**config.mk**
```make
export PLATFORM = sky130hd
export DESIGN_NAME = seg7_rx_flat
export DESIGN_NICKNAME = d
export VERILOG_FILES = /design/src/rtl/seg7_pkg.sv /design/src/rtl/seg7_rx_if.sv /design/src/rtl/seg7_pattern_decode.sv /design/src/rtl/seg7_rx.sv /design/src/flat_wrapper.sv
export SDC_FILE = /design/constraint.sdc
export NUM_CORES = 1
export LEC_CHECK = 0
export ABC_AREA = 1
export CAP_MARGIN = 20
export CORE_ASPECT_RATIO = 0.5
export CORE_MARGIN = 3
export CORE_UTILIZATION = 30
export CTS_CLUSTER_DIAMETER = 80
export DETAILED_ROUTE_END_ITERATION = 7
export GPL_ROUTABILITY_DRIVEN = 1
export HOLD_SLACK_MARGIN = 0.12
export PLACE_DENSITY = 0.55
export SETUP_SLACK_MARGIN = 0.5
export SLEW_MARGIN = 0
export SYNTH_ARGS = -nofsm -noshare
export SYNTH_HDL_FRONTEND = slang
export SYNTH_HIERARCHICAL = 1
export SYNTH_SLANG_ARGS = --single-unit
```
**constraint.sdc**
```tcl
create_clock -name CLOCK_50 -period 5.8 [get_ports CLOCK_50]
set_input_delay 1.16 -clock CLOCK_50 [delete_from_list [all_inputs] [get_ports CLOCK_50]]
set_output_delay 1.16 -clock CLOCK_50 [all_outputs]
set_load 0.02 [all_outputs]
```
**src/rtl/seg7_pkg.sv**
```systemverilog
// seg7_pkg: shared definitions for the seven-segment receiver.
// Holds the FSM state encoding, the active-low segment patterns
// (bit order a..g, index 0 = segment a) and the default settle length.
package seg7_pkg;

    // Receiver FSM states.
    typedef enum logic {
        SETTLE = 1'b0,
        LOCKED = 1'b1
    } state_t;

    // Default number of consecutive identical samples needed to lock.
    localparam int unsigned STABLE_CYCLES_DEF = 4;

    // Counter width that covers the whole legal STABLE_CYCLES range (2..15).
    localparam int unsigned STAB_CNT_W = 4;

    // Decimal digit patterns (active low, a..g).
    localparam logic [0:6] PAT_0 = 7'b0000001;
    localparam logic [0:6] PAT_1 = 7'b1001111;
    localparam logic [0:6] PAT_2 = 7'b0010010;
    localparam logic [0:6] PAT_3 = 7'b0000110;
    localparam logic [0:6] PAT_4 = 7'b1001100;
    localparam logic [0:6] PAT_5 = 7'b0100100;
    localparam logic [0:6] PAT_6 = 7'b0100000;
    localparam logic [0:6] PAT_7 = 7'b0001101;
    localparam logic [0:6] PAT_8 = 7'b0000000;
    localparam logic [0:6] PAT_9 = 7'b0000100;

    // Hex letter patterns, only legal when hex decoding is enabled.
    localparam logic [0:6] PAT_A = 7'b0001000;
    localparam logic [0:6] PAT_B = 7'b1100000;
    localparam logic [0:6] PAT_C = 7'b0110001;
    localparam logic [0:6] PAT_D = 7'b1000010;
    localparam logic [0:6] PAT_E = 7'b0110000;
    localparam logic [0:6] PAT_F = 7'b0111000;

    // All segments off.
    localparam logic [0:6] PAT_BLANK = 7'b1111111;

endpackage

```
**src/rtl/seg7_rx_if.sv**
```systemverilog
// seg7_rx_if: segment bus in, decoded status out.
// master = the side that drives the segment bus, slave = the receiver.
interface seg7_rx_if #(
    parameter int unsigned ERR_CNT_W = 8
);

    logic [0:6]           HEX_IN;
    logic [3:0]           DIGIT;
    logic                 VALID;
    logic                 BLANK;
    logic                 ERR;
    logic                 STROBE;
    logic [ERR_CNT_W-1:0] ERR_CNT;

    modport master (
        output HEX_IN,
        input  DIGIT,
        input  VALID,
        input  BLANK,
        input  ERR,
        input  STROBE,
        input  ERR_CNT
    );

    modport slave (
        input  HEX_IN,
        output DIGIT,
        output VALID,
        output BLANK,
        output ERR,
        output STROBE,
        output ERR_CNT
    );

endinterface

```
**src/rtl/seg7_pattern_decode.sv**
```systemverilog
// seg7_pattern_decode: purely combinational segment-pattern lookup.
// Optional feature macro: SEG7_RX_HEX_EN -- when defined, the letters
// A b C d E F decode to 10..15; otherwise they are illegal patterns.
module seg7_pattern_decode
    import seg7_pkg::*;
(
    input  logic [0:6] i_pattern,
    output logic [3:0] o_value,
    output logic       o_legal,
    output logic       o_blank
);

    // Map a pattern to its value; anything not listed is illegal.
    always_comb begin
        o_value = '0;
        o_legal = 1'b0;
        o_blank = (i_pattern == PAT_BLANK);
        case (i_pattern)
            PAT_0: begin o_value = 4'd0; o_legal = 1'b1; end
            PAT_1: begin o_value = 4'd1; o_legal = 1'b1; end
            PAT_2: begin o_value = 4'd2; o_legal = 1'b1; end
            PAT_3: begin o_value = 4'd3; o_legal = 1'b1; end
            PAT_4: begin o_value = 4'd4; o_legal = 1'b1; end
            PAT_5: begin o_value = 4'd5; o_legal = 1'b1; end
            PAT_6: begin o_value = 4'd6; o_legal = 1'b1; end
            PAT_7: begin o_value = 4'd7; o_legal = 1'b1; end
            PAT_8: begin o_value = 4'd8; o_legal = 1'b1; end
            PAT_9: begin o_value = 4'd9; o_legal = 1'b1; end
`ifdef SEG7_RX_HEX_EN
            PAT_A: begin o_value = 4'd10; o_legal = 1'b1; end
            PAT_B: begin o_value = 4'd11; o_legal = 1'b1; end
            PAT_C: begin o_value = 4'd12; o_legal = 1'b1; end
            PAT_D: begin o_value = 4'd13; o_legal = 1'b1; end
            PAT_E: begin o_value = 4'd14; o_legal = 1'b1; end
            PAT_F: begin o_value = 4'd15; o_legal = 1'b1; end
`endif
            default: begin end
        endcase
    end

endmodule

```
**src/rtl/seg7_rx.sv**
```systemverilog
// seg7_rx: seven-segment display receiver. Registers the active-low
// segment bus, waits for it to stay stable, then reports the decoded
// digit, a blank display or an illegal pattern.
// Optional feature macro: SEG7_RX_HEX_EN (hex letters accepted as 10..15,
// handled inside seg7_pattern_decode).
module seg7_rx
    import seg7_pkg::*;
#(
    parameter int unsigned STABLE_CYCLES = STABLE_CYCLES_DEF,
    parameter int unsigned ERR_CNT_W     = 8
) (
    input  logic     CLOCK_50,
    input  logic     RST,
    seg7_rx_if.slave bus
);

    localparam logic [STAB_CNT_W-1:0] LOCK_CNT = STAB_CNT_W'(STABLE_CYCLES - 1);

    logic [0:6]            r_sample;
    logic                  r_primed;
    state_t                r_state;
    logic [STAB_CNT_W-1:0] r_cnt;
    logic [3:0]            r_digit;
    logic                  r_valid;
    logic                  r_blank;
    logic                  r_err;
    logic                  r_strobe;
    logic                  r_have_legal;
    logic [ERR_CNT_W-1:0]  r_err_cnt;

    logic                  w_change;
    logic [3:0]            w_value;
    logic                  w_legal;
    logic                  w_blank;

    seg7_pattern_decode u_decode (
        .i_pattern (r_sample),
        .o_value   (w_value),
        .o_legal   (w_legal),
        .o_blank   (w_blank)
    );

    // The reset value of the sample register is not a captured sample, so
    // the first edge after reset always restarts the stability count.
    assign w_change = !r_primed || (bus.HEX_IN != r_sample);

    // Input register: every comparison works on the registered sample.
    always_ff @(posedge CLOCK_50 or posedge RST) begin
        if (RST) begin
            r_sample <= PAT_BLANK;
        end else begin
            r_sample <= bus.HEX_IN;
        end
    end

    // Settle/lock FSM with all status outputs registered.
    always_ff @(posedge CLOCK_50 or posedge RST) begin
        if (RST) begin
            r_primed     <= 1'b0;
            r_state      <= SETTLE;
            r_cnt        <= '0;
            r_digit      <= '0;
            r_valid      <= 1'b0;
            r_blank      <= 1'b0;
            r_err        <= 1'b0;
            r_strobe     <= 1'b0;
            r_have_legal <= 1'b0;
            r_err_cnt    <= '0;
        end else begin
            r_primed <= 1'b1;
            r_strobe <= 1'b0;
            if (w_change) begin
                r_state <= SETTLE;
                r_cnt   <= '0;
                r_valid <= 1'b0;
                r_blank <= 1'b0;
                r_err   <= 1'b0;
            end else begin
                case (r_state)
                    SETTLE: begin
                        if (r_cnt == LOCK_CNT) begin
                            r_state <= LOCKED;
                            if (w_legal) begin
                                r_valid      <= 1'b1;
                                r_digit      <= w_value;
                                r_strobe     <= !r_have_legal || (w_value != r_digit);
                                r_have_legal <= 1'b1;
                            end else if (w_blank) begin
                                r_blank      <= 1'b1;
                                r_have_legal <= 1'b0;
                            end else begin
                                r_err        <= 1'b1;
                                r_have_legal <= 1'b0;
                                if (r_err_cnt != '1) begin
                                    r_err_cnt <= r_err_cnt + ERR_CNT_W'(1);
                                end
                            end
                        end else begin
                            r_cnt <= r_cnt + STAB_CNT_W'(1);
                        end
                    end
                    LOCKED: begin
                        r_state <= LOCKED;
                    end
                    default: begin
                        r_state <= SETTLE;
                    end
                endcase
            end
        end
    end

    assign bus.DIGIT   = r_digit;
    assign bus.VALID   = r_valid;
    assign bus.BLANK   = r_blank;
    assign bus.ERR     = r_err;
    assign bus.STROBE  = r_strobe;
    assign bus.ERR_CNT = r_err_cnt;

endmodule

```
**src/flat_wrapper.sv**
```systemverilog
// flat-port wrapper written by rule: the top's interface ports become plain ports
module seg7_rx_flat import seg7_pkg::*;
#(
    parameter int unsigned STABLE_CYCLES = STABLE_CYCLES_DEF,
    parameter int unsigned ERR_CNT_W     = 8
)
  (CLOCK_50, RST, bus_HEX_IN, bus_DIGIT, bus_VALID, bus_BLANK, bus_ERR, bus_STROBE, bus_ERR_CNT);
  seg7_rx_if #(.ERR_CNT_W(ERR_CNT_W)) bus_i ();
  input  logic CLOCK_50;
  input  logic RST;
  input wire logic [$bits(bus_i.HEX_IN)-1:0] bus_HEX_IN;
  output wire logic [$bits(bus_i.DIGIT)-1:0] bus_DIGIT;
  output wire logic [$bits(bus_i.VALID)-1:0] bus_VALID;
  output wire logic [$bits(bus_i.BLANK)-1:0] bus_BLANK;
  output wire logic [$bits(bus_i.ERR)-1:0] bus_ERR;
  output wire logic [$bits(bus_i.STROBE)-1:0] bus_STROBE;
  output wire logic [$bits(bus_i.ERR_CNT)-1:0] bus_ERR_CNT;
  assign bus_i.HEX_IN = bus_HEX_IN;
  assign bus_DIGIT = bus_i.DIGIT;
  assign bus_VALID = bus_i.VALID;
  assign bus_BLANK = bus_i.BLANK;
  assign bus_ERR = bus_i.ERR;
  assign bus_STROBE = bus_i.STROBE;
  assign bus_ERR_CNT = bus_i.ERR_CNT;
  seg7_rx #(.STABLE_CYCLES(STABLE_CYCLES), .ERR_CNT_W(ERR_CNT_W)) u_core (.CLOCK_50(CLOCK_50), .RST(RST), .bus(bus_i));
endmodule
```
==> flow_summary.rst, run 1 <==
.. list-table::
   :header-rows: 1

   * - Metric
     - Value
   * - Run status
     - complete, no violations
   * - Post-synthesis to final-layout area growth
     - 26.9%
   * - Multi-input logic area
     - 883 µm²
   * - Non-filler cells in the finished layout
     - around 360
   * - Max Cap Viol
     - 0
   * - Global route total overflow
     - 0
   * - Total Wirelength
     - approximately 3800 µm
   * - Most frequent standard cell in the layout excluding fill and tap cells
     - nand2_1
   * - Data arrival time of the critical path
     - approximately 1.3 ns
   * - Die span in y
     - about 61 µm
   * - Port-buffer cells
     - 24
   * - Top cells by area in the synthesized netlist
     - dfrtp_1 (32%), nand2_1 (17%), dfstp_2 (10%)
   * - Maximum vdd drop
     - roughly 90 µV
   * - Number of top-level pins
     - 25
   * - Peak Freq
     - just over 400 MHz
   * - Max Fanout on Critical Path
     - 4
   * - Tcrit/Tclk final
     - between 40% and 50%
   * - Number of core rows
     - 19
   * - Post-Syn Area
     - 1810 µm²
   * - Post-synthesis register bit count
     - 30
   * - Share of layout cells above drive strength 1
     - between 15 and 20%
   * - Ratio of routed vias to standard cells
     - between 4 and 5
   * - Number of violations reported at the end of detailed-routing iteration 0
     - 65
   * - Total core area
     - about 5700 µm²
   * - Total count of hold-check failures in the final report
     - 0
   * - Element type at the critical path start
     - flop
   * - Initial antenna violation count
     - 0
   * - Cell family with the largest share of critical-path delay
     - buffers and inverters
   * - Final nets
     - 292
   * - Syn_nets
     - 260
   * - RSZ-0062 raised after global routing
     - no
   * - Number of resized instances in the post-cts repair step
     - 0
   * - Setup TNS
     - 0 ns
   * - Clock transition at the registers of the reported paths
     - about 0.05 ns
   * - Register area share after synthesis
     - 42.0%
   * - Nature of the critical path endpoint
     - output pin
   * - Top library cells by usage in the layout, fill and taps aside
     - nand2_1 (82), inv_1 (36), clkdlybuf4s50_1 (24), nor2_1 (24), dfrtp_1 (23)
   * - Full die area
     - just over 7000 µm²
   * - Min cycle time layout
     - 2.47 ns
   * - Post-DP HPWL
     - around 3000 µm
   * - Worst-path cell chain
     - clkdlybuf4s50_1
   * - Effective utilization at floorplan
     - a little under a third
   * - Total CTS buffers
     - 5
   * - Global-route wire length before repair
     - 6430 µm
   * - Gate Count Post-Synth
     - 249
   * - Antenna-violating nets left
     - 0
   * - CP max stage cell
     - clkdlybuf4s50_1
   * - Via count
     - between 1500 and 2000
   * - Worst min path class
     - flop to flop
   * - Root buffer cell
     - clkbuf_16
   * - Post-route DRC
     - 0
   * - Pwr Density
     - about 220 nW/µm²
   * - Utilization of the core after routing
     - between 40% and 50%
   * - Worst path max stage delay
     - roughly 0.63 ns
   * - Detail-routed net length per standard cell
     - 10.7 µm
   * - GRT Util Overall
     - a little under an eighth
   * - Worst clock skew
     - 0.00537 ns
   * - Mean instance size in the synthesized netlist
     - ~7.3 µm²
   * - Number of buffers and inverters on the critical path
     - 1
   * - Dominant cell type by area after synthesis
     - dfrtp_1
   * - Synth unique cells
     - 29
   * - Register area
     - between 700 and 800 µm²
   * - Total count of max-transition violations in the final report
     - 0
   * - Fill cell instance count of the final layout
     - roughly 570
   * - Number of warnings printed during yosys synthesis
     - 6
   * - Final weighted congestion in routability-driven placement
     - a little over 0.8
   * - Ant diodes
     - 0
   * - Number of H-tree branching levels
     - 2
   * - 1st-pass router iterations
     - 6
   * - Standby leakage power
     - approximately 0.0012 µW
   * - Pin count of the biggest net entering global routing
     - 31
   * - Post-CTS Hold Buffers
     - 0
   * - Setup Buffers After CTS
     - 0
   * - Die W
     - approximately 120 µm
   * - TritonCTS clock tree
     - done
   * - Share of the synthesized area in the top cell type
     - about a third
   * - Latest clock arrival within the worst-skew pair
     - 0.27 ns
   * - Setup violations, final
     - 0
   * - Clock sinks
     - 30
   * - Instance count after placement with tap cells included
     - 347
   * - Category of the critical setup timing path
     - flop to output pin
   * - Vias in the first global route
     - roughly 1400
   * - Required time worst endpoint
     - approximately 4.6 ns
   * - Clk buf depth
     - 2
-- cells in the mapped netlist --
cell type  count
nor2_2         5
nand3_1       11
o21ai_0        2
conb_1         1
nor2_8         1
nor3_2         1
a21boi_1       1
nand2_2        4
xor2_1         3
dfstp_2        7
nand3b_1       1
nand3_2        4
xnor2_1        5
o31ai_1        1
dfrtp_1       23
nor4_1         3
nand4_1        5
inv_1         36
or2_2          1
ha_1           2
nand2_1       82
a31oi_1        1
inv_2          8
nor2_1        24
o21ai_1        3
nand2_4        1
nor3_1         6
nor2_4         3
a21oi_1        4
-- path summary, 6_finish.rpt --
| kind | startpoint | cells after the start | slack [ns] | to |
|---|---|---|---|---|
| setup / recovery | u_core/bus.ERR_CNT[6]$_DFFE_PP0P_ | 1 | 3.33 | bus_ERR_CNT[6] |
| hold / removal | u_core/r_have_legal$_DFFE_PP0P_ | 2 | 0.48 | u_core/r_have_legal$_DFFE_PP0P_ |
| setup reg to reg | u_core/r_sample[5]$_DFF_PP1_ | 13 | 3.69 | u_core/bus.ERR_CNT[2]$_DFFE_PP0P_ |
| hold reg to reg | u_core/r_have_legal$_DFFE_PP0P_ | 2 | 0.48 | u_core/r_have_legal$_DFFE_PP0P_ |
| max in group asynchronous | RST | 3 | 4.18 | u_core/r_sample[1]$_DFF_PP1_ |
| min in group asynchronous | RST | 3 | 1.29 | u_core/bus.DIGIT[3]$_DFFE_PP0P_ |
-- cells by family after synthesis --
| group | after synthesis | share of synthesized area (%) |
|---|---|---|
| flip-flops | 30 | 42.0 |
| AND/OR/NAND/NOR | 152 | 39.7 |
| other | 1 | 0.207 |
| adder cells (fa/ha/maj) | 2 | 1.38 |
| AO/OA/AOI/OAI | 12 | 3.67 |
| buffers and inverters | 44 | 9.14 |
| XOR/XNOR | 8 | 3.88 |
-- power breakdown --
part / switching, µW / leakage (µW) / internal [µW]
clock: 86.4 / 0.0000739 / 170
sequential: 4.51 / 0.000377 / 215
combinational: 23.0 / 0.000747 / 13.9
-- through the flow --
step	setup WS [ns]	hold slack [ns]	power, µW	cell area (µm²)
finish	3.33	0.484	512	2290
CTS	3.31	0.485	519	2290
detailed placement	3.04	0.473	260	2150
global route	3.14	0.495	535	2290
global placement	3.05	0.467	260	2150
floorplan	3.78	0.449	246	1810
-- per-layer routing --
metal	wire [µm]	vias to the layer above	track usage [%]
li1	-	826	-
met1	2050	694	17.0
met2	1590	25	17.3
met3	139	2	3.29
met4	26	0	2.48
met5	0	-	0
-- state kept, by name (all words and copies together), names as in the netlist --
register             count
u_core/bus.ERR_CNT       8
u_core/r_sample          7
u_core/bus.DIGIT         4
u_core/r_cnt             4
u_core/bus.BLANK         1
u_core/bus.ERR           1
u_core/bus.STROBE        1
u_core/bus.VALID         1
u_core/r_have_legal      1
u_core/r_primed          1
u_core/r_state           1
-- area by class of cell --
cell class / instances / area share, %
Multi-Input combinational cell: 175 / 38.5
Sequential cell: 30 / 33.1
Timing Repair Buffer: 25 / 10.8
Inverter: 44 / 7.20
Clock buffer: 7 / 6.22
Tap cell: 73 / 3.98
Clock inverter: 1 / 0.218
Power figures use the tool's default switching activity.
==> inputs of run 2 (changes only) <==
--- a/config.mk
+++ b/config.mk
@@ -14,7 +14,7 @@
 export DETAILED_ROUTE_END_ITERATION = 7
 export GPL_ROUTABILITY_DRIVEN = 1
 export HOLD_SLACK_MARGIN = 0.12
-export PLACE_DENSITY = 0.55
+export PLACE_DENSITY = 0.57
 export SETUP_SLACK_MARGIN = 0.5
 export SLEW_MARGIN = 0
 export SYNTH_ARGS = -nofsm -noshare
==> constraint.sdc (replaced) <==
create_clock -name CLOCK_50 -period 2.1 [get_ports CLOCK_50]
set_input_delay 0.42 -clock CLOCK_50 [delete_from_list [all_inputs] [get_ports CLOCK_50]]
set_output_delay 0.42 -clock CLOCK_50 [all_outputs]
set_load 0.02 [all_outputs]
==> run 2 against run 1 <==
- final area up 15%
- setup slack worse by 3.2 ns
- first-iteration DRC count up 9.2%
- sequential share of layout area down 4.2 points
- global-route usage up 1.7 points
- final cell count up 8.7%
- clock skew up 0.0052 ns
- core utilization up 5.9 points
- sequential cell count unchanged
- register-to-register slack worse by 3.6 ns
- critical path type is now flop to flop
- largest cell class unchanged
==> flow_summary.rst, run 2 (synthesized netlist as in run 1, its figures left out) <==
.. list-table::
   :header-rows: 1

   * - Metric
     - Value
   * - Run status
     - complete, no violations
   * - Latest clock arrival within the worst-skew pair
     - between 0.2 and 0.3 ns
   * - Share of layout cells above drive strength 1
     - 34.2%
   * - Number of top-level pins
     - 25
   * - Top library cells by usage in the layout, fill and taps aside
     - nand2_1 (74), buf_4 (30), inv_1 (29)
   * - Launch point of the worst hold path
     - bus_HEX_IN[6]
   * - Worst path max stage delay
     - 0.59 ns
   * - Worst clock skew
     - 0.0106 ns
   * - Standby leakage power
     - between 0.001 and 0.0015 µW
   * - Root buffer cell
     - clkbuf_16
   * - Worst-path cell chain
     - buf_4 -> nor2_2 -> nand2_1 -> nand2_1 -> nor2_2 -> nand3_2 -> nor2_4 -> nand2_2 -> nor2_4 -> nand2_4 -> o21ai_2 -> nand2_1
   * - Total count of max-transition violations in the final report
     - 0
   * - Element type at the critical path start
     - flop
   * - Initial antenna violation count
     - 0
   * - Pin count of the biggest net entering global routing
     - 31
   * - Post-synthesis to final-layout area growth
     - 45.4%
   * - Number of H-tree branching levels
     - 2
   * - Start of the worst register-to-register path
     - u_core/r_sample[2]$_DFF_PP1_
   * - Via count
     - ~1700
   * - Setup violations, final
     - 0
   * - RSZ-0062 raised after global routing
     - yes
   * - Die span in y
     - between 60 and 70 µm
   * - Number of violations reported at the end of detailed-routing iteration 0
     - 71
   * - Total Wirelength
     - approximately 4500 µm
   * - Required time worst endpoint
     - around 2.3 ns
   * - Number of buffers and inverters on the critical path
     - 1
   * - Nature of the critical path endpoint
     - flop
   * - Clock sinks
     - 30
   * - Die W
     - roughly 120 µm
   * - Clock transition at the registers of the reported paths
     - 0.06 ns
   * - CP max stage cell
     - dfstp_2
   * - Final nets
     - between 300 and 400
   * - Category of the critical setup timing path
     - flop to flop
   * - Global route total overflow
     - 0
   * - Max Cap Viol
     - 0
   * - Antenna-violating nets left
     - 0
   * - Min cycle time layout
     - ~2 ns
   * - Peak Freq
     - between 500 and 600 MHz
   * - Ant diodes
     - 0
   * - Met3 global-route usage
     - 3.19%
   * - Flip-flop count of the largest register, all copies and words added
     - 8
   * - GRT Util Overall
     - a little over an eighth
   * - 1st-pass router iterations
     - 4
   * - Cell family with the largest share of critical-path delay
     - simple AND/OR/NAND/NOR gates
   * - Effective utilization at floorplan
     - between 30% and 40%
   * - Placed inst area
     - 2190 µm²
   * - Total power
     - around 1400 µW
   * - Worst min path class
     - input pin to flop
   * - Crit. Startpoint
     - u_core/r_sample[2]$_DFF_PP1_
   * - Data arrival time of the critical path
     - 2.16 ns
   * - Total CTS buffers
     - 5
   * - Total core area
     - ~5700 µm²
   * - Post-route DRC
     - 0
   * - Tcrit/Tclk final
     - 94.6%
   * - Grt met2 use
     - around 22%
   * - Final weighted congestion in routability-driven placement
     - 0.890
   * - Ratio of routed vias to standard cells
     - around 4.5
   * - Pwr Density
     - about 550 nW/µm²
   * - Post-DP HPWL
     - 3070 µm
   * - Final instance area
     - 2630 µm²
   * - TritonCTS clock tree
     - done
   * - Vias in the first global route
     - approximately 1700
   * - Clk buf depth
     - 2
   * - Port-buffer cells
     - 24
   * - Max Fanout on Critical Path
     - 7
   * - Cell with the most instances on the worst path
     - nand2_1
   * - Number of core rows
     - 19
   * - Full die area
     - ~7100 µm²
   * - Total count of hold-check failures in the final report
     - 0
   * - Maximum vdd drop
     - 243 µV
   * - Most frequent standard cell in the layout excluding fill and tap cells
     - nand2_1
   * - Layer with the highest usage after global routing
     - met2
   * - Met1 routing resource usage after global routing
     - between 10% and 20%
   * - Global-route wire length before repair
     - about 7400 µm
   * - Detail-routed net length per standard cell
     - between 10 and 15 µm
==> run 2: changes by cell type in the layout (fill, tap and decap cells not counted), moves of 3 or more <==
cell / before / now
buf_4: 1 / 30
clkdlybuf4s50_1: 24 / 7
dlygate4sd2_1: 0 / 17
inv_1: 36 / 29
inv_2: 8 / 13
nand2_1: 82 / 74
nand2_2: 4 / 10
nand3_1: 11 / 8
nor2_1: 24 / 15
nor2_2: 5 / 11
nor2_4: 3 / 7
==> run 2: path summary, 6_finish.rpt <==
check	to	slack [ns]	depth (start not counted)
worst max-delay path	u_core/bus.ERR_CNT[2]$_DFFE_PP0P_	0.11	12
worst min-delay path	u_core/r_sample[0]$_DFF_PP1_	0.45	1
worst max register to register	u_core/bus.ERR_CNT[2]$_DFFE_PP0P_	0.11	12
worst min register to register	u_core/bus.VALID$_DFFE_PP0P_	0.48	2
max in group asynchronous	u_core/r_sample[6]$_DFF_PP1_	1.25	3
min in group asynchronous	u_core/bus.ERR_CNT[4]$_DFFE_PP0P_	0.52	3
==> run 2: stage by stage <==
step,TNS [ns],setup slack (ns),hold WS (ns),utilization (%),instances
floorplan,0,0.297,0.424,-,249
global placement,0,0.0750,0.469,38.7,349
detailed placement,0,0.0557,0.476,38.7,349
CTS,0,0.213,0.453,44.1,379
global route,-0.0358,-0.0358,0.462,46.5,386
finish,0,0.114,0.454,46.5,386
==> run 2: routing by layer <==
metal | up-vias | routed length, µm
met1 | 807 | 2200
li1 | 897 | -
met5 | - | 0
met2 | 28 | 2080
met3 | 8 | 137
met4 | 0 | 57
==> run 2: where the power goes <==
group | leakage [µW] | switching [µW] | internal, µW | total, µW
Sequential | 0.000377 | 8.35 | 593 | 601
Combinational | 0.000971 | 92.9 | 70.2 | 163
Clock | 0.0000706 | 248 | 434 | 682
==> run 2: area by class of cell <==
type / instances / area [µm²]
repair buffers: 55 / 455
clock buffers: 6 / 129
flip-flops and latches: 30 / 759
fillers: 537 / 3030
multi-input cells: 176 / 1010
well taps: 73 / 91.3
clock inverters: 2 / 10.0
inverters: 44 / 170
==> run 2: timing repair <==
action                                 4_1_cts  5_1_grt
setup endpoints to repair                   34       21
buffers inserted                            21        7
endpoints found under the hold margin        0        0
pin swaps                                   15       23
hold buffers                                 0        0
gates cloned                                 1        0
gates resized for setup                     23       25
==> inputs of run 3 (changes only) <==
--- a/config.mk
+++ b/config.mk
@@ -14,7 +14,6 @@
 export DETAILED_ROUTE_END_ITERATION = 7
 export GPL_ROUTABILITY_DRIVEN = 1
 export HOLD_SLACK_MARGIN = 0.12
-export PLACE_DENSITY = 0.57
 export SETUP_SLACK_MARGIN = 0.5
 export SLEW_MARGIN = 0
 export SYNTH_ARGS = -nofsm -noshare
==> run 3 against run 2 <==
- critical path depth increased by 1
- global-route usage is 0.36 points lower
- final area up 0.52%
- register-to-register slack better by 0.06 ns
- sequential cell count did not move
- routed wire length is 3.2% higher
- core utilization increased by 0.24 points
- count of clock-buffer cells in the layout increased by 1
- setup slack better by 0.062 ns
- clock power up 6.2%
- combinational power grew 3%
- die area unchanged
==> flow_summary.rst, run 3 (synthesized netlist as in run 1, its figures left out) <==
.. list-table::
   :header-rows: 1

   * - Metric
     - Value
   * - Flip-flop count of the largest register, all copies and words added
     - 8
   * - Worst min path class
     - input pin to flop
   * - Crit. Startpoint
     - u_core/r_sample[3]$_DFF_PP1_
   * - Full die area
     - 7050 µm²
   * - Critical Path Stages
     - 13
   * - GRT Util Overall
     - approximately 13%
   * - Port-buffer cells
     - 24
   * - Min cycle time layout
     - 1.92 ns
   * - Clock sinks
     - 30
   * - Post-route DRC
     - 0
   * - Slack of the worst reg-to-reg path
     - about 0.18 ns
   * - Worst-path cell chain
     - inv_1 -> nand2_2 -> nor2_1 -> nand2_1 -> nand2_1 -> nor2_1 -> nand3_2 -> nor2_4 -> nand2_2 -> nor2_4 -> nand2_4 -> o21ai_2 -> nand2_1
   * - Ratio of routed vias to standard cells
     - about 4.5
   * - Final nets
     - 320
   * - Worst setup slack after placement
     - approximately 0.055 ns
   * - Data arrival time of the critical path
     - 2.09 ns
   * - Fill cell instance count of the final layout
     - roughly 540
   * - CP max stage cell
     - dfstp_2
   * - Initial antenna violation count
     - 0
   * - Post-synthesis to final-layout area growth
     - 46.2%
   * - Max Cap Viol
     - 0
   * - Total count of hold-check failures in the final report
     - 0
   * - Standby leakage power
     - 0.00144 µW
   * - Number of cells on the worst hold path
     - 1
   * - Pin count of the biggest net entering global routing
     - 31
   * - Pwr Density
     - between 500 and 600 nW/µm²
   * - Ant diodes
     - 0
   * - Endpoint of the worst-slack reg-to-reg timing path
     - u_core/bus.ERR_CNT[2]$_DFFE_PP0P_
   * - Slew @ Worst Pin
     - between 0.5 and 0.6 ns
   * - Worst Reg-to-Reg Cells
     - 13
   * - Cell with the most instances on the worst path
     - nand2_1
   * - Via count
     - roughly 1700
   * - Effective utilization at floorplan
     - about a third
   * - Global-route wire length before repair
     - approximately 7100 µm
   * - Die span in y
     - a little over 60 µm
   * - Share of layout cells above drive strength 1
     - 33.9%
   * - Worst path max stage delay
     - 0.53 ns
   * - Number of buffers and inverters on the critical path
     - 1
   * - Total CTS buffers
     - 5
   * - Setup violations, final
     - 0
   * - Final WS setup
     - 0.176 ns
   * - Maximum vdd drop
     - 343 µV
   * - Root buffer cell
     - clkbuf_16
   * - Clock transition at the registers of the reported paths
     - about 0.060 ns
   * - Worst slew margin relative to its limit
     - between 60% and 70%
   * - Die W
     - roughly 120 µm
   * - Setup TNS
     - 0 ns
   * - TritonCTS clock tree
     - done
   * - Tcrit/Tclk final
     - about 92%
   * - Termination of the worst setup path
     - u_core/bus.ERR_CNT[2]$_DFFE_PP0P_
   * - RSZ-0062 raised after global routing
     - yes
   * - Total core area
     - 5660 µm²
   * - Max Fanout on Critical Path
     - 7
   * - Top library cells by usage in the layout, fill and taps aside
     - nand2_1 (70), inv_1 (31), dfrtp_1 (23)
   * - Required time worst endpoint
     - 2.26 ns
   * - Final weighted congestion in routability-driven placement
     - about 0.9
   * - Total power
     - about 1500 µW
   * - Number of H-tree branching levels
     - 2
   * - Nature of the critical path endpoint
     - flop
   * - Clk buf depth
     - 2
   * - Post-DP HPWL
     - just over 3000 µm
   * - Antenna-violating nets left
     - 0
   * - Number of violations reported at the end of detailed-routing iteration 0
     - 74
   * - Hold slack final
     - between 0.4 and 0.5 ns
   * - Category of the critical setup timing path
     - flop to flop
   * - Post-CTS Hold Buffers
     - 0
   * - Worst clock skew
     - approximately 0.0062 ns
   * - Start of the worst register-to-register path
     - u_core/r_sample[3]$_DFF_PP1_
   * - Latest clock arrival within the worst-skew pair
     - about 0.27 ns
   * - Most frequent standard cell in the layout excluding fill and tap cells
     - nand2_1
   * - Cell family with the largest share of critical-path delay
     - simple AND/OR/NAND/NOR gates
   * - Element type at the critical path start
     - flop
   * - Number of core rows
     - 19
   * - Number of top-level pins
     - 25
   * - Peak Freq
     - between 500 and 600 MHz
   * - Total count of max-transition violations in the final report
     - 0
   * - Total Wirelength
     - 4620 µm
   * - Global route total overflow
     - 0
   * - Detail-routed net length per standard cell
     - between 10 and 15 µm
   * - Run status
     - complete, no violations
   * - Vias in the first global route
     - 1616
   * - 1st-pass router iterations
     - 4
[run 3: changes by cell type in the layout (fill, tap and decap cells not counted), sizes merged]
cell	change
buf	-3
clkdlybuf4s50	-3
dlygate4sd2	+3
clkbuf	+1
clkinv	-1
[run 3: area by class of cell]
class,instances,area [µm²],area share (%)
tap,73,91.3,3.46
clock buffer,7,143,5.40
sequential,30,759,28.7
timing repair buffer,52,448,17.0
multi-input combinational,176,1030,38.9
inverter,44,168,6.34
clock inverter,1,5.00,0.189
[run 3: routing by layer]
layer | part of all wire (%) | GRT usage (%)
met1 | 47 | 16.3
met2 | 48 | 22.6
met3 | 3.9 | 3.29
met4 | 1.3 | 3.97
met5 | 0 | 0
[run 3: through the flow]
stage	instances	cell area, µm²	utilization [%]
global route	383	2640	46.7
CTS	379	2530	44.7
global placement	350	2200	38.8
floorplan	249	1830	-
detailed placement	350	2200	38.8
finish	383	2640	46.7
[run 3: report_power, final]
part           internal (µW)  leakage (µW)  switching, µW
clock                    469     0.0000739            254
sequential               592      0.000377           7.48
combinational           68.8      0.000992           99.2
total                   1130       0.00144            361
[run 3: how the worst min path moves through the flow]
| stage | startpoint | slack (ns) | endpoint |
|---|---|---|---|
| detailed placement | u_core/bus.VALID$_DFFE_PP0P_ | 0.48 | u_core/bus.VALID$_DFFE_PP0P_ |
| global route | bus_HEX_IN[5] | 0.42 | u_core/r_sample[1]$_DFF_PP1_ |
| floorplan | bus_HEX_IN[6] | 0.42 | u_core/r_sample[0]$_DFF_PP1_ |
| finish | bus_HEX_IN[5] | 0.42 | u_core/r_sample[1]$_DFF_PP1_ |
| global placement | u_core/r_have_legal$_DFFE_PP0P_ | 0.47 | u_core/r_have_legal$_DFFE_PP0P_ |
| CTS | bus_HEX_IN[5] | 0.42 | u_core/r_sample[1]$_DFF_PP1_ |
[run 3: repair_timing]
action,CTS,global route
gates cloned,0,1
buffers inserted,21,3
resized for setup,35,23
setup endpoints to repair,33,22
pin swaps,23,18
